===== src/rtl/irq_stim_pkg.sv =====
// Shared types and reset defaults for the interrupt stimulus generator.
package irq_stim_pkg;

   // Per-channel pulse FSM states.
   typedef enum logic [1:0] {
      IDLE   = 2'd0,
      ACTIVE = 2'd1,
      GAP    = 2'd2
   } irq_state_e;

   // Default parameter values of irq_stim_gen.
   localparam int unsigned IRQ_DEF_NUM_CH    = 4;
   localparam int unsigned IRQ_DEF_ADDR_W    = 32;
   localparam int unsigned IRQ_DEF_LEN_W     = 8;
   localparam int unsigned IRQ_DEF_CNT_W     = 4;
   localparam logic [31:0] IRQ_DEF_TRIG_ADDR = 32'h0000_3018;
   localparam int unsigned IRQ_DEF_PULSE_LEN = 6;
   localparam int unsigned IRQ_DEF_MAX_FIRES = 1;

   // One channel's configuration at the default field widths.
   typedef struct packed {
      logic                      en;
      logic [IRQ_DEF_ADDR_W-1:0] trig_addr;
      logic [IRQ_DEF_LEN_W-1:0]  pulse_len;
      logic [IRQ_DEF_CNT_W-1:0]  max_fires;
   } irq_cfg_t;

endpackage


===== src/rtl/irq_stim_chan.sv =====
// One interrupt stimulus channel: config registers, pulse FSM, fire counter.
// Optional macro IRQ_STIM_ACK_EN adds an acknowledge input that ends a pulse
// early and lets pulse_len=0 mean "hold until acknowledged".
module irq_stim_chan
   import irq_stim_pkg::*;
#(
   parameter int unsigned       ADDR_W   = IRQ_DEF_ADDR_W,
   parameter int unsigned       LEN_W    = IRQ_DEF_LEN_W,
   parameter int unsigned       CNT_W    = IRQ_DEF_CNT_W,
   parameter bit                RST_EN   = 1'b0,
   parameter logic [ADDR_W-1:0] RST_TRIG = ADDR_W'(IRQ_DEF_TRIG_ADDR),
   parameter logic [LEN_W-1:0]  RST_LEN  = LEN_W'(IRQ_DEF_PULSE_LEN),
   parameter logic [CNT_W-1:0]  RST_MAX  = CNT_W'(IRQ_DEF_MAX_FIRES)
) (
   input  logic              clk,
   input  logic              reset,
   input  logic [ADDR_W-1:0] addr,
   input  logic              wr,
   input  logic              wr_en,
   input  logic [ADDR_W-1:0] wr_trig_addr,
   input  logic [LEN_W-1:0]  wr_pulse_len,
   input  logic [CNT_W-1:0]  wr_max_fires,
`ifdef IRQ_STIM_ACK_EN
   input  logic              ack,
`endif
   output logic              irq_next,
   output logic              irq,
   output logic              pending
);

   irq_state_e        state_q, state_d;
   logic              en_q, en_d;
   logic [ADDR_W-1:0] trig_q, trig_d;
   logic [LEN_W-1:0]  len_q, len_d;
   logic [CNT_W-1:0]  max_q, max_d;
   logic [LEN_W-1:0]  cnt_q, cnt_d;
   logic [CNT_W-1:0]  fires_q, fires_d;
   logic              pending_q, pending_d;
   logic              irq_q, irq_d;

   logic              exhausted;
   logic              match;
   logic              refire;
   logic              pulse_end;
   logic [LEN_W-1:0]  cnt_load;
   logic [CNT_W-1:0]  fires_inc;

   // Trigger qualification and the values loaded when a pulse starts.
   always_comb begin
      exhausted = (max_q != '0) && (fires_q == max_q);
      match     = en_q && (addr == trig_q) && !exhausted;
      // A trigger arriving during GAP is folded into the GAP decision.
      refire    = (pending_q || match) && !exhausted;
      cnt_load  = (len_q == '0) ? '0 : len_q - LEN_W'(1);
      // Unlimited channels stop counting at all-ones rather than wrapping.
      fires_inc = (fires_q == '1) ? fires_q : fires_q + CNT_W'(1);
`ifdef IRQ_STIM_ACK_EN
      // pulse_len=0 disables the count timeout; only ack ends the pulse.
      pulse_end = ack || ((cnt_q == '0) && (len_q != '0));
`else
      pulse_end = (cnt_q == '0);
`endif
   end

   // FSM state register.
   always_ff @(posedge clk or posedge reset) begin
      if (reset) state_q <= IDLE;
      else       state_q <= state_d;
   end

   // FSM next-state logic; a config write always parks the channel in IDLE.
   always_comb begin
      state_d = state_q;
      if (wr) begin
         state_d = IDLE;
      end else begin
         case (state_q)
            IDLE:    if (match)     state_d = ACTIVE;
            ACTIVE:  if (pulse_end) state_d = GAP;
            GAP:     state_d = refire ? ACTIVE : IDLE;
            default: state_d = IDLE;
         endcase
      end
   end

   // FSM outputs and datapath next values (config, counters, pending, irq).
   always_comb begin
      en_d      = en_q;
      trig_d    = trig_q;
      len_d     = len_q;
      max_d     = max_q;
      cnt_d     = cnt_q;
      fires_d   = fires_q;
      pending_d = pending_q;
      irq_d     = irq_q;
      if (wr) begin
         en_d      = wr_en;
         trig_d    = wr_trig_addr;
         len_d     = wr_pulse_len;
         max_d     = wr_max_fires;
         cnt_d     = '0;
         fires_d   = '0;
         pending_d = 1'b0;
         irq_d     = 1'b0;
      end else begin
         case (state_q)
            IDLE: begin
               if (match) begin
                  irq_d   = 1'b1;
                  cnt_d   = cnt_load;
                  fires_d = fires_inc;
               end
            end
            ACTIVE: begin
               // One slot only: a match with pending already set is dropped.
               if (match) pending_d = 1'b1;
               if (pulse_end)          irq_d = 1'b0;
               else if (cnt_q != '0)   cnt_d = cnt_q - LEN_W'(1);
            end
            GAP: begin
               pending_d = 1'b0;
               if (refire) begin
                  irq_d   = 1'b1;
                  cnt_d   = cnt_load;
                  fires_d = fires_inc;
               end
            end
            default: begin
               irq_d     = 1'b0;
               pending_d = 1'b0;
            end
         endcase
      end
   end

   // Channel registers; reset restores the default configuration.
   always_ff @(posedge clk or posedge reset) begin
      if (reset) begin
         en_q      <= RST_EN;
         trig_q    <= RST_TRIG;
         len_q     <= RST_LEN;
         max_q     <= RST_MAX;
         cnt_q     <= '0;
         fires_q   <= '0;
         pending_q <= 1'b0;
         irq_q     <= 1'b0;
      end else begin
         en_q      <= en_d;
         trig_q    <= trig_d;
         len_q     <= len_d;
         max_q     <= max_d;
         cnt_q     <= cnt_d;
         fires_q   <= fires_d;
         pending_q <= pending_d;
         irq_q     <= irq_d;
      end
   end

   assign irq_next = irq_d;
   assign irq      = irq_q;
   assign pending  = pending_q;

endmodule


===== src/rtl/irq_stim_gen.sv =====
// Multi-channel interrupt stimulus generator: watches the CPU PC bus and
// pulses a channel's interrupt line when the PC hits its trigger address.
// Optional macro IRQ_STIM_ACK_EN adds the irq_ack input (early pulse end and
// hold-until-ack for pulse_len=0).
module irq_stim_gen
   import irq_stim_pkg::*;
#(
   parameter int unsigned       NUM_CH        = IRQ_DEF_NUM_CH,
   parameter int unsigned       ADDR_W        = IRQ_DEF_ADDR_W,
   parameter int unsigned       LEN_W         = IRQ_DEF_LEN_W,
   parameter int unsigned       CNT_W         = IRQ_DEF_CNT_W,
   parameter logic [ADDR_W-1:0] DEF_TRIG_ADDR = ADDR_W'(IRQ_DEF_TRIG_ADDR),
   parameter int unsigned       DEF_PULSE_LEN = IRQ_DEF_PULSE_LEN,
   parameter int unsigned       DEF_MAX_FIRES = IRQ_DEF_MAX_FIRES,
   localparam int unsigned      SEL_W         = (NUM_CH > 1) ? $clog2(NUM_CH) : 1
) (
   input  logic              clk,
   input  logic              reset,
   input  logic [ADDR_W-1:0] addr,
   input  logic              cfg_we,
   input  logic [SEL_W-1:0]  cfg_sel,
   input  logic              cfg_en,
   input  logic [ADDR_W-1:0] cfg_trig_addr,
   input  logic [LEN_W-1:0]  cfg_pulse_len,
   input  logic [CNT_W-1:0]  cfg_max_fires,
`ifdef IRQ_STIM_ACK_EN
   input  logic [NUM_CH-1:0] irq_ack,
`endif
   output logic [NUM_CH-1:0] irq_out,
   output logic              irq_any,
   output logic [NUM_CH-1:0] pending
);

   logic [NUM_CH-1:0] irq_next;
   logic              irq_any_q, irq_any_d;

   for (genvar i = 0; i < NUM_CH; i++) begin : g_ch
      // Selects that decode to no channel simply write nothing.
      logic wr;
      assign wr = cfg_we && (cfg_sel == SEL_W'(i));

      irq_stim_chan #(
         .ADDR_W   (ADDR_W),
         .LEN_W    (LEN_W),
         .CNT_W    (CNT_W),
         .RST_EN   (i == 0),
         .RST_TRIG (DEF_TRIG_ADDR),
         .RST_LEN  (LEN_W'(DEF_PULSE_LEN)),
         .RST_MAX  (CNT_W'(DEF_MAX_FIRES))
      ) u_chan (
         .clk          (clk),
         .reset        (reset),
         .addr         (addr),
         .wr           (wr),
         .wr_en        (cfg_en),
         .wr_trig_addr (cfg_trig_addr),
         .wr_pulse_len (cfg_pulse_len),
         .wr_max_fires (cfg_max_fires),
`ifdef IRQ_STIM_ACK_EN
         .ack          (irq_ack[i]),
`endif
         .irq_next     (irq_next[i]),
         .irq          (irq_out[i]),
         .pending      (pending[i])
      );
   end

   // Summary line built from next-state values so it lines up with irq_out.
   always_comb begin
      irq_any_d = |irq_next;
   end

   // Summary line register.
   always_ff @(posedge clk or posedge reset) begin
      if (reset) irq_any_q <= 1'b0;
      else       irq_any_q <= irq_any_d;
   end

   assign irq_any = irq_any_q;

endmodule


===== config.mk =====
export PLATFORM = sky130hd
export DESIGN_NAME = irq_stim_gen
export DESIGN_NICKNAME = d
export VERILOG_FILES = /design/src/rtl/irq_stim_pkg.sv /design/src/rtl/irq_stim_chan.sv /design/src/rtl/irq_stim_gen.sv
export SDC_FILE = /design/constraint.sdc
export NUM_CORES = 1
export LEC_CHECK = 0
export CORE_ASPECT_RATIO = 1.2
export CORE_UTILIZATION = 30
export DETAILED_ROUTE_END_ITERATION = 8
export DONT_BUFFER_PORTS = 1
export HOLD_SLACK_MARGIN = 0.02
export PLACE_DENSITY = 0.53
export REMOVE_ABC_BUFFERS = 1
export SETUP_SLACK_MARGIN = 0.5
export SLEW_MARGIN = 20
export SYNTH_ARGS = -nofsm -noshare
export SYNTH_HDL_FRONTEND = slang
export SYNTH_HIERARCHICAL = 1
export SYNTH_SLANG_ARGS = --single-unit

===== constraint.sdc =====
create_clock -name clk -period 3.6 [get_ports clk]
set_input_delay 0.72 -clock clk [delete_from_list [all_inputs] [get_ports clk]]
set_output_delay 0.72 -clock clk [all_outputs]
set_load 0.005 [all_outputs]

== Yosys cells after proc, flatten, opt, wreduce, memory -nomap -nowiden ==
Cells that the tools add are included.
Word-level totals
  latch bits: 0
  bits of input ports: 82
  word-level logic and storage cells: 274
  memory bits (read-only): 0
  output and inout port bits: 9
  memories kept: 0
  RAM bits: 0
  register bits: 245
Operators by class
  $add $sub $neg: 12
  shifts and indexed selects: 0
  bitwise logic cells: 0
  reduce and logical (&&, ||, !) cells: 74
  $lt $le $gt $ge: 0
  equal/unequal tests: 51
  multipliers: 0
  div/mod/pow operators: 0
  mux-type cells: 100
Operator list (count)
  $mux 8: 24
  $eq 32x32->1: 4
  $pmux 8 s3: 4
  $logic_not 8->1: 8
  $mux 4: 16
  $sub 8x1->8 const B: 8
  $ne 3x1->1 const B: 20
  $pmux 4 s2: 4
  $reduce_bool 4->1: 8
  $reduce_bool 8->1: 4
  $mux 1: 28
  $mux 2: 12
  $pmux 2 s3: 4
  $logic_and 1x1->1: 20
  $reduce_and 5->1: 4
  $add 4x1->4 const B: 4
  $eq 4x4->1: 4
  $eq 4x4->1 const B: 4
  $reduce_and 2->1: 8
  $eq 2x2->1 const B: 6
  $ne 3x2->1 const B: 4
  $pmux 1 s3: 4
  $reduce_and 3->1: 4
  $reduce_bool 3->1: 4
  other kinds (7): 27

== Logic depth before layout (Yosys ltp) ==
Gate-level depths: netlist (run 1).
  depth in word-level cells: 10
  depth in mapped cells: 8
  gate-level depth less buffers: 8

== Hierarchy ==
The synthesis (run 1) kept the hierarchy.
Modules (own cells, without submodules)
  irq_stim_chan (g_ch[2].u_chan ...): times used 2, seq. area each 1535.2 µm², area each 3288.2 µm², cells each 292
  irq_stim_chan (g_ch[0].u_chan): times used 1, seq. area each 1536.5 µm², area each 3355.7 µm², cells each 299
  irq_stim_chan (g_ch[1].u_chan): times used 1, seq. area each 1535.2 µm², area each 3354.5 µm², cells each 299
  irq_stim_gen: times used 1, seq. area each 25.0 µm², area each 67.6 µm², cells each 7

== Least setup slack after synthesis (run 1) ==
OpenSTA, ideal clock, no wires.
  kind: input port to flip-flop
  start point: input addr[18]
  end point: register g_ch[2].u_chan.cnt_q[0]
  path slack: 881 ps
  buffers on the path: 0
  data arrival time: 2593 ps
  data required time: 3474 ps
  stages: 6
  cell sequence: xnor2_1 > nand4_1 > or4b_4 > o41ai_4 > a21oi_4 > o311a_1
On the way
  cells in the longest elaborated chain, start to end: 7
  elaborated cells on any way between the ends: 8
  those cells by class: 3 x eq/ne; 5 x reduce/logical
Ends and longest elaborated chain
  start, declared: RTL line irq_stim_gen.sv:19  | input logic [ADDR_W-1:0] addr,
  $eq 32x32->1 (*): RTL line irq_stim_chan.sv:51  | match = en_q && (addr == trig_q) && !exhausted;
  $logic_and 1x1->1 (*) (2 in a row): RTL line irq_stim_chan.sv:51
  $logic_or 1x1->1: RTL line irq_stim_chan.sv:53  | refire = (pending_q || match) && !exhausted;
  $logic_and 1x1->1: RTL line irq_stim_chan.sv:53
  $ne 3x1->1 (no source line)
  $reduce_and 5->1 (no source line) (*)
  end signal, assigned: RTL line irq_stim_chan.sv:152  | cnt_q <= cnt_d;
  end, declared: RTL line irq_stim_chan.sv:36  | logic [LEN_W-1:0] cnt_q, cnt_d;
Mark *: on every way between the ends. The rest lies on a longest branch, timed or not.
A chain may end at the register's enable or synchronous reset.

== Final worst setup path (run 1) ==
  start point: register g_ch[2].u_chan.trig_q[6]
  end point: register irq_any_q, in the netlist irq_any
On the way
  cells in the longest elaborated chain, start to end: 9
  elaborated cells on any way between the ends: 10
  those cells by class: 1 x eq/ne; 4 x mux; 5 x reduce/logical
Ends and longest elaborated chain
  start, declared: RTL line irq_stim_chan.sv:33  | logic [ADDR_W-1:0] trig_q, trig_d;
  start signal, assigned: RTL line irq_stim_chan.sv:149  | trig_q <= trig_d;
  $eq 32x32->1 (*): RTL line irq_stim_chan.sv:51
  $logic_and 1x1->1 (*) (2 in a row): RTL line irq_stim_chan.sv:51
  $logic_or 1x1->1: RTL line irq_stim_chan.sv:53
  $logic_and 1x1->1: RTL line irq_stim_chan.sv:53
  $mux 1: RTL line irq_stim_chan.sv:122  | if (refire) begin
  $pmux 1 s3 (*): RTL line irq_stim_chan.sv:106  | case (state_q)
  $mux 1 (*): RTL line irq_stim_chan.sv:96  | if (wr) begin
  named net irq_next[2]: RTL line irq_stim_gen.sv:34  | logic [NUM_CH-1:0] irq_next;
  $reduce_or 4->1 (*): RTL line irq_stim_gen.sv:70  | irq_any_d = |irq_next;
  named net irq_any_d: RTL line irq_stim_gen.sv:35  | logic irq_any_q, irq_any_d;
  end signal, assigned: RTL line irq_stim_gen.sv:76  | else irq_any_q <= irq_any_d;
  end, declared: RTL line irq_stim_gen.sv:35
The timed path passes the listed nets; every way through them passes the cells marked *.

==> results of run 1 <==
[power by group through the flow]
stage | sequential (mW) | clock [mW] | combinational, mW
after floorplan | 3.45 | 0 | 1.03
after global placement | 3.52 | 0 | 1.34
after detailed placement | 3.54 | 0 | 1.36
after CTS | 3.49 | 3.10 | 1.36
after global routing | 3.55 | 3.20 | 1.47
final | 3.49 | 3.01 | 1.35
[logic make-up after synthesis]
family | Yosys count | synth area share [%]
buf+inv | 85 | 2.408
mux | 184 | 15.48
simple gates | 313 | 13.30
flops | 245 | 46.18
compound gates | 186 | 10.53
fa+ha+maj | 20 | 1.874
xor+xnor | 156 | 10.23
[cells in the final DEF (no fill, tap or decap), types with 5 or more instances in the layout]
cell                        instances
sky130_fd_sc_hd__ha_1              20
sky130_fd_sc_hd__or4_1              5
sky130_fd_sc_hd__nor3_1            44
sky130_fd_sc_hd__nand4_1           18
sky130_fd_sc_hd__o31ai_1           10
sky130_fd_sc_hd__or3_1              6
sky130_fd_sc_hd__nand2_1           56
sky130_fd_sc_hd__xor2_1           104
sky130_fd_sc_hd__mux2_2           178
sky130_fd_sc_hd__a211oi_1           8
sky130_fd_sc_hd__nand2b_1           6
sky130_fd_sc_hd__nor2_2             6
sky130_fd_sc_hd__o21ai_0           28
sky130_fd_sc_hd__a31oi_1            8
sky130_fd_sc_hd__o22ai_1            8
sky130_fd_sc_hd__dfrtp_1          216
sky130_fd_sc_hd__buf_4             10
sky130_fd_sc_hd__nor2_1            44
sky130_fd_sc_hd__clkinv_2           7
sky130_fd_sc_hd__a21oi_1           52
sky130_fd_sc_hd__dfstp_2           29
sky130_fd_sc_hd__clkbuf_1           7
sky130_fd_sc_hd__nand3_1           16
sky130_fd_sc_hd__and3_1             8
sky130_fd_sc_hd__clkbuf_16         29
sky130_fd_sc_hd__xnor2_1           52
sky130_fd_sc_hd__inv_1             43
sky130_fd_sc_hd__nor4_1            40
sky130_fd_sc_hd__nor2b_1           10
sky130_fd_sc_hd__o32ai_1           12
sky130_fd_sc_hd__and2_1             6
[metrics by stage]
stage	area, sq um	instances	TNS [ps]	util, %	hold slack, ps
floorplan	13220	1153	-134070	-	448.7
global placement	14080	1726	0	32.13	452.3
detailed placement	14080	1726	0	32.13	453.3
CTS	15070	1781	0	34.38	59.99
global route	15070	1781	0	34.38	89.78
finish	15070	1781	0	34.38	69.17
[final cells by class]
cell class	count	area share [%]
repair buffers	15	1.096
inverters	49	1.221
multi-input cells	859	45.63
clock buffers	40	5.357
well taps	559	4.642
flip-flops and latches	245	40.94
clock inverters	14	1.121
[worst reg2reg max path: stages (launching register included)]
cell and delay, ps:
sky130_fd_sc_hd__dfrtp_1 380, sky130_fd_sc_hd__xor2_1 160, sky130_fd_sc_hd__nor4_1 480, sky130_fd_sc_hd__nand3_1 440, sky130_fd_sc_hd__o41ai_4 330, sky130_fd_sc_hd__buf_4 240
sky130_fd_sc_hd__nor2_1 50, sky130_fd_sc_hd__nor3_1 340, sky130_fd_sc_hd__or4_1 170
[flip-flops by register name, indices dropped and copies added (netlist names)]
name,count
g_ch.u_chan/pending,4
g_ch.u_chan/cnt_q,32
g_ch.u_chan/irq,4
g_ch.u_chan/len_q,32
g_ch.u_chan/state_q,8
g_ch.u_chan/fires_q,16
g_ch.u_chan/max_q,16
g_ch.u_chan/trig_q,128
irq_any,1
g_ch.u_chan/en_q,4
[worst max-delay path by stage]
stage                                                     end  slack [ps]  cells past startpoint
after CTS                                   irq_any$_DFF_PP0_         920                      8
after global routing                        irq_any$_DFF_PP0_         770                      8
final                                       irq_any$_DFF_PP0_         920                      8
after detailed placement                    irq_any$_DFF_PP0_         610                      8
after global placement                      irq_any$_DFF_PP0_         660                      8
after floorplan           g_ch[0].u_chan/cnt_q[2]$_DFFE_PP0P_       -2960                      4
[routing by layer]
layer	up-vias	GRT usage [%]	part of all wire (%)
li1	4368	-	-
met5	-	0	0
met4	0	5.754	3.5
met1	4785	20.33	41
met3	63	4.202	6.2
met2	230	29.48	49
==> metrics.txt, run 1 <==
# TYPE chip_impl_metric gauge
chip_impl_metric{name="cts-htree-levels",unit=""} 1
chip_impl_metric{name="drt_first_iter_violations",unit=""} 532
chip_impl_metric{name="crit_buf_inv",unit=""} 1
chip_impl_info{name="critical_path.reg2reg.startpoint",value="g_ch[2].u_chan/trig_q[6]$_DFFE_PP0P_"} 1
chip_impl_metric{name="seqCellArea",unit="sq mm"} 0.006167
chip_impl_metric{name="yosysUniqueCellTypes",unit=""} 74
chip_impl_metric{name="cts_num_sinks",unit=""} 245
chip_impl_metric{name="fin_skew",unit="ps"} 26.79
chip_impl_info{name="cp-startpoint",value="g_ch[2].u_chan/trig_q[6]$_DFFE_PP0P_"} 1
chip_impl_metric{name="path_clk_slew",unit="ps"} 60
chip_impl_metric{name="cts_buffer_depth",unit=""} 3
chip_impl_info{name="netlist_top_cells_area",value="sky130_fd_sc_hd__dfrtp_1 (40%), sky130_fd_sc_hd__mux2_2 (15%), sky130_fd_sc_hd__xor2_1 (6.8%), sky130_fd_sc_hd__dfstp_2 (5.7%), sky130_fd_sc_hd__xnor2_1 (3.4%)"} 1
chip_impl_metric{name="seq_power_share",unit="%"} 44.5
chip_impl_metric{name="synth-seq-area-share",unit="%"} 46.18
chip_impl_metric{name="final_net_count",unit=""} 1301
chip_impl_metric{name="gp_routability_congestion",unit=""} 0.8568
chip_impl_metric{name="grt_pass1_vias",unit=""} 9664
chip_impl_info{name="worstHoldPathType",value="input port to asynchronous set/reset pin"} 1
chip_impl_metric{name="number_of_antenna_violations_at_the_first_check_in_global_routing",unit=""} 0
chip_impl_metric{name="drc_errors",unit=""} 0
chip_impl_metric{name="routed_wire_length_per_instance",unit="um"} 21.41
chip_impl_metric{name="post_synthesis_async_set_or_reset_flop_share",unit="%"} 100.0
chip_impl_metric{name="finalSetupViolations",unit=""} 0
chip_impl_info{name="critical-path-slowest-cell",value="sky130_fd_sc_hd__nor4_1"} 1
chip_impl_metric{name="floorplan.rows",unit=""} 84
chip_impl_metric{name="netlist.area_leader.share",unit="%"} 40.48
chip_impl_info{name="yosysMostFrequentCell",value="sky130_fd_sc_hd__dfrtp_1"} 1
chip_impl_metric{name="cts_made_buffers",unit=""} 29
chip_impl_metric{name="power_density",unit="mW/mm^2"} 520.9
chip_impl_metric{name="grt_remaining_overflow",unit=""} 0
chip_impl_metric{name="netlist_instances",unit=""} 1189
chip_impl_metric{name="multiInputGateArea",unit="sq mm"} 0.006874
chip_impl_metric{name="io_buffer_count",unit=""} 0
chip_impl_metric{name="grt_first_pass_wirelength",unit="mm"} 59.55
chip_impl_metric{name="avgSynthCellArea",unit="sq um"} 11.23
chip_impl_info{name="dominantRegCellSynth",value="sky130_fd_sc_hd__dfrtp_1"} 1
chip_impl_metric{name="die_h",unit="um"} 233.1
chip_impl_metric{name="netSwitchingPower",unit="mW"} 2.209
chip_impl_info{name="yosysTopAreaCell",value="sky130_fd_sc_hd__dfrtp_1"} 1
chip_impl_metric{name="total_core_area",unit="sq mm"} 0.04383
chip_impl_metric{name="worst_slew_margin_rel",unit="%"} 38.95
chip_impl_metric{name="synth.cell_area",unit="sq mm"} 0.01335
chip_impl_info{name="worstSetupStartpointType",value="register"} 1
chip_impl_metric{name="detail_route.first_pass.iterations",unit=""} 5
chip_impl_metric{name="post-route-worst-setup-slack",unit="ps"} 916.8
chip_impl_metric{name="max_clock_freq",unit="GHz"} 0.3727
chip_impl_metric{name="fill_cells",unit=""} 4278
chip_impl_metric{name="max_stage_delay",unit="ps"} 480
chip_impl_metric{name="die-area",unit="sq mm"} 0.04537
chip_impl_metric{name="ioPinCount",unit=""} 91
chip_impl_metric{name="sw_frac_of_total",unit="%"} 28.15
chip_impl_metric{name="grt_max_degree",unit=""} 64
chip_impl_metric{name="pre_cts_slack",unit="ps"} 610.2
chip_impl_metric{name="final.period_utilization",unit="%"} 74.53
chip_impl_metric{name="detail-route-antenna-nets",unit=""} 0
chip_impl_metric{name="timing.max_cap.violations",unit=""} 0
chip_impl_metric{name="critical_path_arrival",unit="ps"} 3170
chip_impl_metric{name="chipWidth",unit="um"} 194.6
chip_impl_metric{name="ir_drop",unit="mV"} 0.4626
chip_impl_metric{name="internal_power",unit="mW"} 5.639
chip_impl_metric{name="postSynthRegisterBits",unit=""} 245
chip_impl_metric{name="gr-usage-all-layers",unit="%"} 16.95
chip_impl_metric{name="ff_to_ff_path_depth",unit=""} 8
chip_impl_info{name="crit_chain",value="xor2_1 > nor4_1 > nand3_1 > o41ai_4 > buf_4 > nor2_1 > nor3_1 > or4_1"} 1
chip_impl_metric{name="cts_post_setup_buffers_inserted",unit=""} 0
chip_impl_metric{name="postCtsHoldBufs",unit=""} 1
chip_impl_info{name="post_synth_most_frequent_cells",value="sky130_fd_sc_hd__dfrtp_1 (216), sky130_fd_sc_hd__mux2_2 (178), sky130_fd_sc_hd__xor2_1 (104)"} 1
chip_impl_info{name="cp-end-kind",value="register"} 1
chip_impl_info{name="tritoncts_clock_tree",value="yes"} 1
chip_impl_metric{name="worst_pin_slew",unit="ps"} 915.7
chip_impl_metric{name="antenna_cells_inserted",unit=""} 0
chip_impl_metric{name="power.total",unit="mW"} 7.848
chip_impl_info{name="critical_path_start_end_classification",value="register to register"} 1
chip_impl_metric{name="yosysWarnings",unit=""} 6
chip_impl_metric{name="maximum_fanout_along_the_worst_path",unit=""} 10
chip_impl_info{name="grt_setup_unrepaired",value="false"} 1
chip_impl_metric{name="cellLeakagePower",unit="nW"} 6.137
chip_impl_metric{name="clk_latency",unit="ps"} 570
chip_impl_metric{name="area_delta_synth_final",unit="%"} 12.82
chip_impl_metric{name="hold_viol",unit=""} 0
chip_impl_metric{name="initial_utilization",unit="%"} 30.47
chip_impl_metric{name="via_per_inst",unit=""} 5.304
chip_impl_info{name="worst_r2r_endpoint",value="irq_any$_DFF_PP0_"} 1
chip_impl_metric{name="ff2ff_setup_slack",unit="ps"} 920
chip_impl_info{name="critical_path.top_delay_family",value="simple AND/OR/NAND/NOR gates"} 1
chip_impl_metric{name="period_needed",unit="ps"} 2683
chip_impl_metric{name="vias",unit=""} 9446
chip_impl_metric{name="dp_wirelength",unit="mm"} 28.11
chip_impl_info{name="run_status",value="complete, no violations"} 1
chip_impl_metric{name="final_max_slew_viol_count",unit=""} 0
chip_impl_metric{name="comb_power_share",unit="%"} 17.2
chip_impl_metric{name="power_frac_clock",unit="%"} 38.3
chip_impl_metric{name="resize_count_post_cts",unit=""} 0
chip_impl_info{name="clock_root_buffer_master",value="sky130_fd_sc_hd__clkbuf_16"} 1
chip_impl_metric{name="cp_data_required_time",unit="ps"} 4090
chip_impl_metric{name="detail_route.wirelength",unit="mm"} 38.13
chip_impl_metric{name="synth_enable_flop_cells",unit=""} 0
chip_impl_metric{name="drive_above_1_share",unit="%"} 26.19
Note: power is estimated with default switching activity, not from simulation.
==> inputs of run 2 (changes only) <==
--- a/config.mk
+++ b/config.mk
@@ -10,7 +10,7 @@
 export DETAILED_ROUTE_END_ITERATION = 8
 export DONT_BUFFER_PORTS = 1
 export HOLD_SLACK_MARGIN = 0.02
-export PLACE_DENSITY = 0.53
+export PLACE_DENSITY = 0.54
 export REMOVE_ABC_BUFFERS = 1
 export SETUP_SLACK_MARGIN = 0.5
 export SLEW_MARGIN = 20
==> constraint.sdc (replaced) <==
create_clock -name clk -period 2.39 [get_ports clk]
set_input_delay 0.478 -clock clk [delete_from_list [all_inputs] [get_ports clk]]
set_output_delay 0.478 -clock clk [all_outputs]
set_load 0.005 [all_outputs]
==> metrics.txt, run 2 (same netlist as run 1, synthesis figures left out) <==
# TYPE chip_impl_metric gauge
chip_impl_metric{name="grt_first_pass_wirelength",unit="mm"} 61.51
chip_impl_info{name="final_cell_mix",value="sky130_fd_sc_hd__dfrtp_1 (215), sky130_fd_sc_hd__mux2_2 (176), sky130_fd_sc_hd__buf_4 (94)"} 1
chip_impl_metric{name="die-area",unit="sq mm"} 0.04537
chip_impl_metric{name="hold_viol",unit=""} 0
chip_impl_info{name="clock_root_buffer_master",value="sky130_fd_sc_hd__clkbuf_16"} 1
chip_impl_metric{name="clk_latency",unit="ps"} 560
chip_impl_metric{name="vias",unit=""} 9870
chip_impl_metric{name="minimum_hold_slack",unit="ps"} 55.09
chip_impl_metric{name="cp_data_required_time",unit="ps"} 2820
chip_impl_metric{name="pre_cts_slack",unit="ps"} -198.7
chip_impl_metric{name="floorplan.rows",unit=""} 84
chip_impl_info{name="grt_setup_unrepaired",value="true"} 1
chip_impl_info{name="run_status",value="finished, violations left"} 1
chip_impl_metric{name="gr-usage-all-layers",unit="%"} 17.62
chip_impl_info{name="violations_in_the_final_reports",value="negative setup slack"} 1
chip_impl_metric{name="critical_path_arrival",unit="ps"} 2840
chip_impl_metric{name="timing.max_cap.violations",unit=""} 0
chip_impl_metric{name="final_net_count",unit=""} 1411
chip_impl_metric{name="detail-route-antenna-nets",unit=""} 0
chip_impl_info{name="cp-end-kind",value="register"} 1
chip_impl_metric{name="fin_skew",unit="ps"} 12.40
chip_impl_metric{name="power.total",unit="mW"} 12.12
chip_impl_metric{name="area_delta_synth_final",unit="%"} 26.83
chip_impl_metric{name="final_max_slew_viol_count",unit=""} 0
chip_impl_metric{name="power_density",unit="mW/mm^2"} 715.8
chip_impl_metric{name="number_of_antenna_violations_at_the_first_check_in_global_routing",unit=""} 0
chip_impl_metric{name="maximum_fanout_along_the_worst_path",unit=""} 8
chip_impl_metric{name="largest_register_ffs",unit=""} 128
chip_impl_metric{name="initial_utilization",unit="%"} 30.47
chip_impl_metric{name="timing.setup.tns",unit="ps"} -63.41
chip_impl_metric{name="detail_route.first_pass.iterations",unit=""} 4
chip_impl_metric{name="grt_pass1_vias",unit=""} 10320
chip_impl_metric{name="chipWidth",unit="um"} 194.6
chip_impl_metric{name="grt_remaining_overflow",unit=""} 0
chip_impl_metric{name="via_per_inst",unit=""} 5.225
chip_impl_metric{name="drc_errors",unit=""} 0
chip_impl_metric{name="ioPinCount",unit=""} 91
chip_impl_info{name="worstSetupStartpointType",value="register"} 1
chip_impl_metric{name="post-route-worst-setup-slack",unit="ps"} -18.95
chip_impl_info{name="critical_path_start_end_classification",value="register to register"} 1
chip_impl_info{name="most_common_cell_after_layout_fill_and_taps_aside",value="sky130_fd_sc_hd__dfrtp_1"} 1
chip_impl_metric{name="detail_route.wirelength",unit="mm"} 39.84
chip_impl_metric{name="worst_pin_slew",unit="ps"} 588.5
chip_impl_info{name="largest_reg_by_ff_count",value="g_ch.u_chan/trig_q"} 1
chip_impl_metric{name="total_core_area",unit="sq mm"} 0.04383
chip_impl_info{name="worstHoldPathType",value="input port to register"} 1
chip_impl_metric{name="stdcell_area",unit="sq mm"} 0.01694
chip_impl_metric{name="max_clock_freq",unit="GHz"} 0.4151
chip_impl_info{name="tritoncts_clock_tree",value="yes"} 1
chip_impl_metric{name="gp_routability_congestion",unit=""} 0.8785
chip_impl_metric{name="drt_first_iter_violations",unit=""} 470
chip_impl_metric{name="io_buffer_count",unit=""} 0
chip_impl_metric{name="dp_wirelength",unit="mm"} 29.12
chip_impl_metric{name="place_area",unit="sq mm"} 0.01476
chip_impl_metric{name="period_needed",unit="ps"} 2409
chip_impl_metric{name="path_clk_slew",unit="ps"} 60
chip_impl_metric{name="cts_buffer_depth",unit=""} 3
chip_impl_metric{name="cellLeakagePower",unit="nW"} 6.934
chip_impl_metric{name="final.period_utilization",unit="%"} 100.8
chip_impl_metric{name="ir_drop",unit="mV"} 0.5652
chip_impl_metric{name="drive_above_1_share",unit="%"} 41.43
chip_impl_metric{name="routed_wire_length_per_instance",unit="um"} 21.09
chip_impl_metric{name="finalSetupViolations",unit=""} 7
chip_impl_metric{name="cts-htree-levels",unit=""} 1
chip_impl_metric{name="worst_slew_margin_rel",unit="%"} 60.77
chip_impl_metric{name="cts_num_sinks",unit=""} 245
chip_impl_metric{name="die_h",unit="um"} 233.1
chip_impl_metric{name="grt_max_degree",unit=""} 43
chip_impl_metric{name="cts_made_buffers",unit=""} 28
chip_impl_info{name="reg.largest.list",value="g_ch.u_chan/trig_q (128), g_ch.u_chan/cnt_q (32), g_ch.u_chan/len_q (32)"} 1
chip_impl_metric{name="antenna_cells_inserted",unit=""} 0
run 2: cell count changes in the layout (fill, tap and decap cells not counted), sizes merged, moves of 2 or more:
cell	change
clkbuf	+2
dlygate4sd3	+2
clkinv	-3
buf	+108
run 2: critical path, stage by stage, from the launching register on:
cell,delay (ps)
sky130_fd_sc_hd__dfstp_2,550
sky130_fd_sc_hd__xnor2_2,110
sky130_fd_sc_hd__nand2_2,130
sky130_fd_sc_hd__or4b_4,530
sky130_fd_sc_hd__o41ai_4,340
sky130_fd_sc_hd__buf_6,190
sky130_fd_sc_hd__a21oi_4,120
sky130_fd_sc_hd__o311a_1,310
run 2: worst paths after layout:
path,startpoint,to,slack (ps),cells past startpoint
max,g_ch[2].u_chan/trig_q[3]$_DFFE_PP1P_,g_ch[2].u_chan/cnt_q[0]$_DFFE_PP0P_,-20,7
min,cfg_pulse_len[0],g_ch[0].u_chan/len_q[0]$_DFFE_PP0P_,60,2
max reg2reg,g_ch[2].u_chan/trig_q[3]$_DFFE_PP1P_,g_ch[2].u_chan/cnt_q[0]$_DFFE_PP0P_,-20,7
min reg2reg,g_ch[3].u_chan/state_q[1]$_DFFE_PP0P_,g_ch[3].u_chan/pending$_DFFE_PP0P_,490,1
max in group asynchronous,reset,g_ch[0].u_chan/trig_q[3]$_DFFE_PP1P_,1090,3
min in group asynchronous,reset,irq_any$_DFF_PP0_,400,2
run 2: per-stage QoR:
| stage | std cells | utilization [%] |
|---|---|---|
| 6_report | 1889 | 38.65 |
| 5_1_grt | 1889 | 38.65 |
| 4_1_cts | 1877 | 37.59 |
| 3_5_place_dp | 1811 | 33.67 |
| 3_3_place_gp | 1811 | 33.67 |
| 2_1_floorplan | 1153 | - |
run 2: what timing repair did:
item	in CTS	in global routing
hold endpoints to repair	100	0
cloned	0	1
resized for setup	119	68
buffers inserted	12	11
pin swaps	71	43
endpoints found under the setup margin	61	61
hold buffers	3	0
run 2: per-layer routing:
layer  vias to the layer above  global-route usage (%)  wire length, um
li1                       4579                       -                -
met1                      5015                   20.92            16180
met2                       222                   30.48            20010
met3                        54                   4.765             2475
met4                         0                   6.300             1175
met5                         -                       0                0
run 2: final cells by class:
| type | count | area [sq um] |
|---|---|---|
| fill | 4187 | 26890 |
| multi-input combinational | 860 | 7807 |
| sequential | 245 | 6168 |
| timing repair buffer | 125 | 1130 |
| clock buffer | 42 | 844.6 |
| tap | 559 | 699.4 |
| inverter | 49 | 183.9 |
| clock inverter | 9 | 103.9 |
run 2: power by group:
group / total (mW) / switching [mW] / internal, mW / leakage (nW)
clock: 4.42 / 1.77 / 2.65 / 0.463
sequential: 5.29 / 0.489 / 4.80 / 3.00
combinational: 2.42 / 1.16 / 1.26 / 3.47
total: 12.1 / 3.42 / 8.70 / 6.93
